**src/rtl/calc_sequencer.sv**
```systemverilog
// Word-stream sequencer for the 16-bit CPU calculator: streams operands, opcode and OUTA
// into IO_REG, waits for the CPU to settle, then captures out_led into result.
module calc_sequencer #(
  parameter int HOLD_CYCLES   = 4,
  parameter int SETTLE_CYCLES = 10
) (
  input  logic        clk,
  input  logic        reset,
  input  logic        start,
  input  logic [2:0]  op_sel,
  input  logic [15:0] num1,
  input  logic [15:0] num2,
  input  logic [15:0] out_led,
  output logic [15:0] in_data,
  output logic        busy,
  output logic        done,
  output logic [15:0] result,
  output logic        result_valid,
  output logic        err,
  output logic        halted,
  output logic [2:0]  state_dbg
);

  localparam int MAX_CNT = (HOLD_CYCLES > SETTLE_CYCLES) ? HOLD_CYCLES : SETTLE_CYCLES;
  localparam int CNT_W   = $clog2(MAX_CNT + 1);

  localparam logic [CNT_W-1:0] HOLD_RELOAD   = CNT_W'(HOLD_CYCLES - 1);
  localparam logic [CNT_W-1:0] SETTLE_RELOAD = CNT_W'(SETTLE_CYCLES - 1);

  localparam logic [15:0] OPC_ADD  = 16'h3000;
  localparam logic [15:0] OPC_SUB  = 16'h5000;
  localparam logic [15:0] OPC_MUL  = 16'h6000;
  localparam logic [15:0] OPC_DIV  = 16'h7000;
  localparam logic [15:0] OPC_MOD  = 16'h8000;
  localparam logic [15:0] OPC_OUTA = 16'h4000;
  localparam logic [15:0] OPC_HALT = 16'hF000;

  typedef enum logic [2:0] {
    S_IDLE,
    S_W_NUM1,
    S_W_NUM2,
    S_W_OPC,
    S_W_OUTA,
    S_W_HALT,
    S_SETTLE,
    S_DONE
  } state_t;

  state_t           state, state_d;
  logic [CNT_W-1:0] cnt, cnt_d;
  logic [15:0]      num1_q, num1_d;
  logic [15:0]      num2_q, num2_d;
  logic [15:0]      opc_q, opc_d;
  logic             halt_path_q, halt_path_d;
  logic [15:0]      in_data_d;
  logic             busy_d, done_d, err_d, halted_d, result_valid_d;
  logic [15:0]      result_d;
  logic             arith_legal;
  logic [15:0]      arith_word;

  assign state_dbg = state;

  always_comb begin
    arith_legal = 1'b1;
    arith_word  = OPC_ADD;
    case (op_sel)
      3'd0:    arith_word = OPC_ADD;
      3'd1:    arith_word = OPC_SUB;
      3'd2:    arith_word = OPC_MUL;
      3'd3:    arith_word = OPC_DIV;
      3'd4:    arith_word = OPC_MOD;
      default: arith_legal = 1'b0;
    endcase
  end

  // start is a request sampled each clock; it is taken only in IDLE with halted low.
  // There is no ready output: a start seen in any other state is simply dropped.
  always_comb begin
    state_d        = state;
    cnt_d          = cnt;
    num1_d         = num1_q;
    num2_d         = num2_q;
    opc_d          = opc_q;
    halt_path_d    = halt_path_q;
    result_d       = result;
    result_valid_d = result_valid;
    halted_d       = halted;
    err_d          = 1'b0;

    case (state)
      S_IDLE: begin
        if (start && !halted) begin
          if (op_sel == 3'd7) begin
            state_d     = S_W_HALT;
            cnt_d       = HOLD_RELOAD;
            halt_path_d = 1'b1;
          end else if (arith_legal) begin
            state_d        = S_W_NUM1;
            cnt_d          = HOLD_RELOAD;
            halt_path_d    = 1'b0;
            num1_d         = num1;
            num2_d         = num2;
            opc_d          = arith_word;
            result_valid_d = 1'b0;
          end else begin
            err_d = 1'b1;
          end
        end
      end
      S_W_NUM1, S_W_NUM2, S_W_OPC, S_W_OUTA, S_W_HALT: begin
        if (cnt == '0) begin
          cnt_d = HOLD_RELOAD;
          case (state)
            S_W_NUM1: state_d = S_W_NUM2;
            S_W_NUM2: state_d = S_W_OPC;
            S_W_OPC:  state_d = S_W_OUTA;
            default: begin
              state_d = S_SETTLE;
              cnt_d   = SETTLE_RELOAD;
            end
          endcase
        end else begin
          cnt_d = cnt - 1'b1;
        end
      end
      S_SETTLE: begin
        if (cnt == '0) begin
          state_d = S_DONE;
          if (halt_path_q) begin
            halted_d = 1'b1;
          end else begin
            result_d       = out_led;
            result_valid_d = 1'b1;
          end
        end else begin
          cnt_d = cnt - 1'b1;
        end
      end
      S_DONE: begin
        state_d = S_IDLE;
        cnt_d   = '0;
      end
      default: begin
        state_d = S_IDLE;
        cnt_d   = '0;
      end
    endcase

    // Outputs are registered, so they are derived from the state being entered.
    in_data_d = 16'h0000;
    case (state_d)
      S_W_NUM1: in_data_d = num1_d;
      S_W_NUM2: in_data_d = num2_d;
      S_W_OPC:  in_data_d = opc_d;
      S_W_OUTA: in_data_d = OPC_OUTA;
      S_W_HALT: in_data_d = OPC_HALT;
      default:  in_data_d = 16'h0000;
    endcase
    busy_d = (state_d != S_IDLE);
    done_d = (state_d == S_DONE);
  end

  always_ff @(posedge clk or negedge reset) begin
    if (!reset) begin
      state        <= S_IDLE;
      cnt          <= '0;
      num1_q       <= '0;
      num2_q       <= '0;
      opc_q        <= '0;
      halt_path_q  <= 1'b0;
      in_data      <= '0;
      busy         <= 1'b0;
      done         <= 1'b0;
      result       <= '0;
      result_valid <= 1'b0;
      err          <= 1'b0;
      halted       <= 1'b0;
    end else begin
      state        <= state_d;
      cnt          <= cnt_d;
      num1_q       <= num1_d;
      num2_q       <= num2_d;
      opc_q        <= opc_d;
      halt_path_q  <= halt_path_d;
      in_data      <= in_data_d;
      busy         <= busy_d;
      done         <= done_d;
      result       <= result_d;
      result_valid <= result_valid_d;
      err          <= err_d;
      halted       <= halted_d;
    end
  end

endmodule

```
**config.mk**
```make
export PLATFORM = sky130hd
export DESIGN_NAME = calc_sequencer
export DESIGN_NICKNAME = d
export VERILOG_FILES = /design/src/rtl/calc_sequencer.sv
export SDC_FILE = /design/constraint.sdc
export NUM_CORES = 1
export LEC_CHECK = 0
export CAP_MARGIN = 20
export CELL_PAD_IN_SITES_DETAIL_PLACEMENT = 1
export CELL_PAD_IN_SITES_GLOBAL_PLACEMENT = 2
export CORE_AREA = 5 5 160 85
export CTS_BUF_LIST = sky130_fd_sc_hd__clkbuf_4
export CTS_CLUSTER_SIZE = 12
export DETAILED_ROUTE_END_ITERATION = 8
export DIE_AREA = 0 0 165 90
export PLACE_DENSITY = 0.84
export SETUP_SLACK_MARGIN = 0.2
export SLEW_MARGIN = 20
export SYNTH_ARGS = -nofsm -noshare
export SYNTH_HDL_FRONTEND = slang
export SYNTH_SLANG_ARGS = --single-unit
export TNS_END_PERCENT = 50
```
**constraint.sdc**
```tcl
create_clock -name clk -period 2.6 [get_ports clk]
set_input_delay 0.78 -clock clk [delete_from_list [all_inputs] [get_ports clk]]
set_output_delay 0.78 -clock clk [all_outputs]
set_load 0.01 [all_outputs]
```
### Word level (Yosys, flattened, before mapping)

Cells that the tools add are included.

| word-level totals | value |
|---|---|
| register bits | 93 |
| input port bits | 54 |
| output and inout port bits | 40 |
| word-level logic and storage cells | 96 |

| operators by class | value |
|---|---|
| $add $sub $neg | 1 |
| equality and inequality tests | 25 |
| multiplexer cells | 40 |
| bitwise logic cells | 1 |
| reduce and logical (&&, ||, !) cells | 16 |

Operator list:

| operator | number |
|---|---|
| 16-bit two-way mux | 12 |
| 16-bit one-hot mux with 5 select lines | 1 |
| 16-bit one-hot mux with 4 select lines | 1 |
| 3-bit == test (second input constant) | 9 |
| 4-bit two-way mux | 6 |
| 3-bit by 2-bit == test with 1-bit output (second input constant) | 6 |
| 4-bit one-hot mux with 4 select lines | 1 |
| 3-bit two-way mux | 5 |
| 2-bit != test (second input constant) | 6 |
| 3-bit one-hot mux with 4 select lines | 1 |
| 3-bit AND reduction | 4 |
| 1-bit two-way mux | 11 |
| 5-bit OR reduction | 2 |
| 3-bit by 1-bit == test with 1-bit output (second input constant) | 3 |
| 3-bit one-hot mux with 3 select lines | 1 |
| 3-bit logical NOT | 2 |
| 6-bit AND reduction | 1 |
| 4-bit logical NOT | 1 |
| 2-bit nonzero test | 2 |
| 4-bit by 1-bit subtractor with 4-bit output (second input constant) | 1 |
| 3-bit != test (second input constant) | 1 |
| 3-bit nonzero test | 1 |
| 3-bit OR reduction | 1 |
| 1-bit one-hot mux with 2 select lines | 1 |
| other kinds (3) | 3 |

### Logic depth before layout (Yosys ltp)

| logic depth | value |
|---|---|
| depth in word-level cells | 9 |
| gate-level depth with buffers | 9 |
| depth with buffers taken out | 8 |

### Least setup slack after synthesis

Ideal clock, no wire load.

| timing | value |
|---|---|
| path type | register to register |
| start | reg cnt[0] |
| end | reg in_data[14] |
| setup time | 0.126 ns |
| arrival | 2.240 ns |
| required time | 2.474 ns |
| slack | 0.234 ns |
| cell stages (with the launch flop) | 8 |
| path buffers | 1 |
| clock period less this slack | 2.366 ns |
| cells stage by stage | dfrtp_1 inv_1 ha_1 or3b_4 buf_6 a311oi_4 mux2_2 a221o_1 |

| on the way | value |
|---|---|
| longest elaborated chain between the ends | 5 |
| elaborated cells between the ends (all ways) | 10 |
| those cells by class | eq/ne: 5; mux: 4; reduce/logical: 1 |

Ends and longest elaborated chain:

| element | RTL line | text |
|---|---|---|
| start: declaration | 50 | `logic [CNT_W-1:0] cnt, cnt_d;` |
| start signal: assignment | 180 | `cnt <= cnt_d;` |
| 4-bit logical NOT (*) | 111, 127 |  |
| 3-bit two-way mux (on tied branches) | 127, 111 |  |
| 3-bit one-hot mux with 4 select lines (*) | 90 | `case (state)` |
| 3-bit == test, or another cell as far along | 151 | `case (state_d)` |
| 16-bit one-hot mux with 5 select lines (*) | 151 |  |
| net in_data_d[14] | 55 | `logic [15:0] in_data_d;` |
| end signal: assignment | 185 | `in_data <= in_data_d;` |
| end: declaration | 14 | `output logic [15:0] in_data,` |

The timed path passes the listed nets; every way through them passes the cells marked *.
A chain may end at the register's enable or synchronous reset.

### Worst setup path in the final report

| timing | value |
|---|---|
| start | reg cnt[0] |
| end | reg in_data[15] |

| on the way | value |
|---|---|
| longest elaborated chain between the ends | 5 |
| elaborated cells between the ends (all ways) | 10 |
| those cells by class | eq/ne: 5; mux: 4; reduce/logical: 1 |

Ends and longest elaborated chain:

| element | RTL line | text |
|---|---|---|
| 4-bit logical NOT (*) | 111, 127 |  |
| 3-bit two-way mux (on tied branches) | 127, 111 |  |
| 3-bit one-hot mux with 4 select lines (*) | 90 |  |
| net state_d[0] | 49 | `state_t state, state_d;` |
| 3-bit == test, or another cell as far along | 151 |  |
| 16-bit one-hot mux with 5 select lines (*) | 151 |  |
| net in_data_d[15] | 55 |  |

Marked as above.

==> flow_metrics.env <==
export IMPL_cp_arrival_ps=2730
export IMPL_final_setup_viol_count=0
export IMPL_numPlacedInstances=600
export IMPL_finish_net_count=503
export IMPL_worst_hold_slack_ps=329
export IMPL_vias_per_cell=4.67
export IMPL_tritoncts_num_buffers=9
export IMPL_final_cell_count_no_fill=621
export IMPL_timing_hold_worst_class="in2async"
export IMPL_netlist_area_um2=4000
export IMPL_leakagePower_uw=0.00265
export IMPL_measured_slew_at_the_worst_slew_check_pin_ps=686
export IMPL_clkTransAtPathRegs_ps=150
export IMPL_result_of_the_run="completed"
export IMPL_design_core_area_um2=12200
export IMPL_power_switching_uw=2180
export IMPL_critical_path_end_type="register"
export IMPL_cts_tree="done"
export IMPL_slew_limit_headroom_pct=54.3
export IMPL_number_of_design_rule_violations_left_by_the_first_detailed_router_iteration=193
export IMPL_worst_endpoint_required_ps=2960
export IMPL_cts_hold_repair_buffers=0
export IMPL_min_period_ps=2370
export IMPL_timing_setup_critical_path_class="reg2reg"
export IMPL_antenna_cells=0
export IMPL_timing_critical_path_slowest_cell_delay_ps=480
export IMPL_crit_slowest_cell="sky130_fd_sc_hd__or3b_4"
export IMPL_syn_area_per_cell_um2=12.4
export IMPL_dieHeight_um=90
export IMPL_mostFrequentLayoutCell="sky130_fd_sc_hd__clkdlybuf4s50_1"
export IMPL_grt_setup_unrepaired="yes"
export IMPL_drt_total_wl_um=10300
export IMPL_globalplace_congestion=0.754
export IMPL_wl_per_cell_um=16.6
export IMPL_synth_edff_count=0
export IMPL_synth_cells=323
export IMPL_power_internal_uw=3860
export IMPL_ys_async_sr_fraction_pct=100
export IMPL_chipWidth_um=165
export IMPL_synth_cell_types=51
export IMPL_drc_errors=0
export IMPL_timing_critical_path_max_delay_family="simple AND/OR/NAND/NOR gates"
export IMPL_area_growth_syn_to_layout_pct=38.2
export IMPL_critical_path_n_buffers_inverters=2
export IMPL_power_density_nw_per_um2=1090
export IMPL_num_io_pins=94
export IMPL_fp_dieArea_um2=14900
export IMPL_drt_antenna_violating_nets=0
export IMPL_timing_critical_path_fanout_max=10
export IMPL_share_comb_of_total_power_pct=48.7
export IMPL_detailed_place_hpwl_um=7530
export IMPL_worstPathCellList="inv_1 -> ha_1 -> or3b_4 -> a221oi_4 -> inv_2 -> or2_2 -> a32o_1"
export IMPL_num_vias=2897
export IMPL_total_power_uw=6040
export IMPL_gr_overflow_total=0
export IMPL_place_area_um2=5310
export IMPL_clk_insertion_delay_late_ps=450
export IMPL_synth_ff_latch_count=93
export IMPL_dominantRegCellSynth="sky130_fd_sc_hd__dfrtp_1"
export IMPL_post_route_cell_area_um2=5520
export IMPL_synth_sequential_area_ratio_pct=58.2
export IMPL_max_vdd_ir_drop_uv=453
export IMPL_drt_first_pass_iters=4
export IMPL_finClkSkew_ps=19.5
export IMPL_clock_tree_htree_level_count=3
export IMPL_max_clock_path_buffers=2
export IMPL_start_util_pct=32.8
export IMPL_most_common_layout_cells="sky130_fd_sc_hd__clkdlybuf4s50_1, sky130_fd_sc_hd__dfrtp_1, sky130_fd_sc_hd__mux2_2"
export IMPL_initial_antenna_violation_count=0
export IMPL_max_freq_mhz=421
export IMPL_cts_root_buf="sky130_fd_sc_hd__clkbuf_4"
export IMPL_power_sequential_fraction_pct=36.5
export IMPL_max_cap_violations=0
export IMPL_grt_start_max_net_pins=94
export IMPL_ys_warnings_count=0
export IMPL_finalCoreUtilization_pct=45.3
export IMPL_gr_usage_all_layers_pct=14.3
export IMPL_drive_gt1_share_pct=25.3
export IMPL_core_rowCount=29
export IMPL_period_share_pct=91.3
export IMPL_grt_first_pass_wirelength_um=16700
export IMPL_cts_sinks=93
export IMPL_power_share_clock_pct=14.8
export IMPL_first_global_vias=3059
export IMPL_crit_path_launch_type="register"
export IMPL_drv_slew=0
export IMPL_place_port_buffers=93
export IMPL_hold_viol=0
export IMPL_syn_num_nets=379
export IMPL_power_share_switching_pct=36.1
## path summary, 6_finish.rpt
path,startpoint,endpoint,slack (ps),depth (start not counted)
min in group clk,opc_q[0],opc_q[0],480,2
setup reg to reg,cnt[0],in_data[15],230,7
setup / recovery,cnt[0],in_data[15],230,7
max in group asynchronous,reset,state_dbg[0],1810,2
hold reg to reg,opc_q[0],opc_q[0],480,2
hold / removal,reset,in_data[6],330,2
## synth_stat cells (2+ instances only)
| cell type | instances | share of area, % |
|---|---|---|
| sky130_fd_sc_hd__dfrtp_1 | 93 | 58 |
| sky130_fd_sc_hd__mux2_2 | 37 | 10 |
| sky130_fd_sc_hd__inv_1 | 33 | 3.1 |
| sky130_fd_sc_hd__nand2_1 | 29 | 2.7 |
| sky130_fd_sc_hd__mux2i_1 | 14 | 3.5 |
| sky130_fd_sc_hd__nor2_1 | 13 | 1.2 |
| sky130_fd_sc_hd__o221ai_2 | 10 | 3.8 |
| sky130_fd_sc_hd__o21ai_0 | 9 | 1.1 |
| sky130_fd_sc_hd__a21oi_1 | 6 | 0.75 |
| sky130_fd_sc_hd__clkbuf_1 | 5 | 0.47 |
| sky130_fd_sc_hd__nand3_1 | 5 | 0.63 |
| sky130_fd_sc_hd__a21o_1 | 4 | 0.75 |
| sky130_fd_sc_hd__a221oi_1 | 4 | 0.88 |
| sky130_fd_sc_hd__buf_2 | 4 | 0.50 |
| sky130_fd_sc_hd__nor2b_1 | 4 | 0.63 |
| sky130_fd_sc_hd__nor3_1 | 4 | 0.50 |
| sky130_fd_sc_hd__nand2b_1 | 3 | 0.47 |
| sky130_fd_sc_hd__o221ai_1 | 3 | 0.66 |
| sky130_fd_sc_hd__or2_2 | 3 | 0.47 |
| sky130_fd_sc_hd__a211oi_1 | 2 | 0.38 |
| sky130_fd_sc_hd__buf_4 | 2 | 0.38 |
| sky130_fd_sc_hd__buf_6 | 2 | 0.56 |
| sky130_fd_sc_hd__ha_1 | 2 | 0.63 |
| sky130_fd_sc_hd__nand3_2 | 2 | 0.50 |
| sky130_fd_sc_hd__nor3_2 | 2 | 0.50 |
| sky130_fd_sc_hd__nor4_1 | 2 | 0.31 |
| sky130_fd_sc_hd__xnor2_1 | 2 | 0.44 |
## stage by stage
stage	setup TNS (ps)	setup WS, ps
floorplan	0	234
global placement	-1710	-204
detailed placement	-3400	-227
CTS	0	155
global route	0	177
finish	0	226
## power by group through the flow
stage,clock [uW],sequential (uW),combinational (uW)
after floorplan,0,2290,1600
after global placement,0,2260,2740
after detailed placement,0,2270,2860
after CTS,942,2250,2880
after global routing,1000,2250,3240
final,894,2210,2940
## cell families (layout without fill, tap and decap cells)
group,count (synthesis),after routing,synth area share (%)
buffers and inverters,48,176,5.20
AND/OR/NAND/NOR,75,75,9.55
XOR/XNOR,3,3,0.658
flip-flops,93,93,58.2
adder cells (fa/ha/maj),2,2,0.626
AO/OA/AOI/OAI,51,51,11.8
multiplexers,51,51,13.9
## registers in the layout, indices dropped and copies added, names as in the netlist
register	flops
busy	1
cnt	4
done	1
err	1
halt_path_q	1
halted	1
in_data	16
num1_q	16
num2_q	16
opc_q	16
result	16
result_valid	1
state_dbg	3
## per-layer routing
metal / wire [um] / global-route usage, %
met1: 5320 / 21.3
met2: 4190 / 19.3
met3: 707 / 6.22
met4: 78 / 2.49
met5: 0 / 0
## area by class of cell
| cell class | instances | area (um2) |
|---|---|---|
| clock buffers | 9 | 67.6 |
| clock inverters | 6 | 93.8 |
| fillers | 1318 | 6670 |
| inverters | 34 | 128 |
| multi-input cells | 182 | 1470 |
| flip-flops and latches | 93 | 2330 |
| well taps | 170 | 213 |
| repair buffers | 127 | 1220 |
## repair_timing
action | in CTS | in global routing
setup endpoints to repair | 3 | 16
setup buffers | 0 | 6
gates resized for setup | 2 | 2
cloned | 0 | 0
pin swaps | 0 | 1
Power figures use the tool's default switching activity.
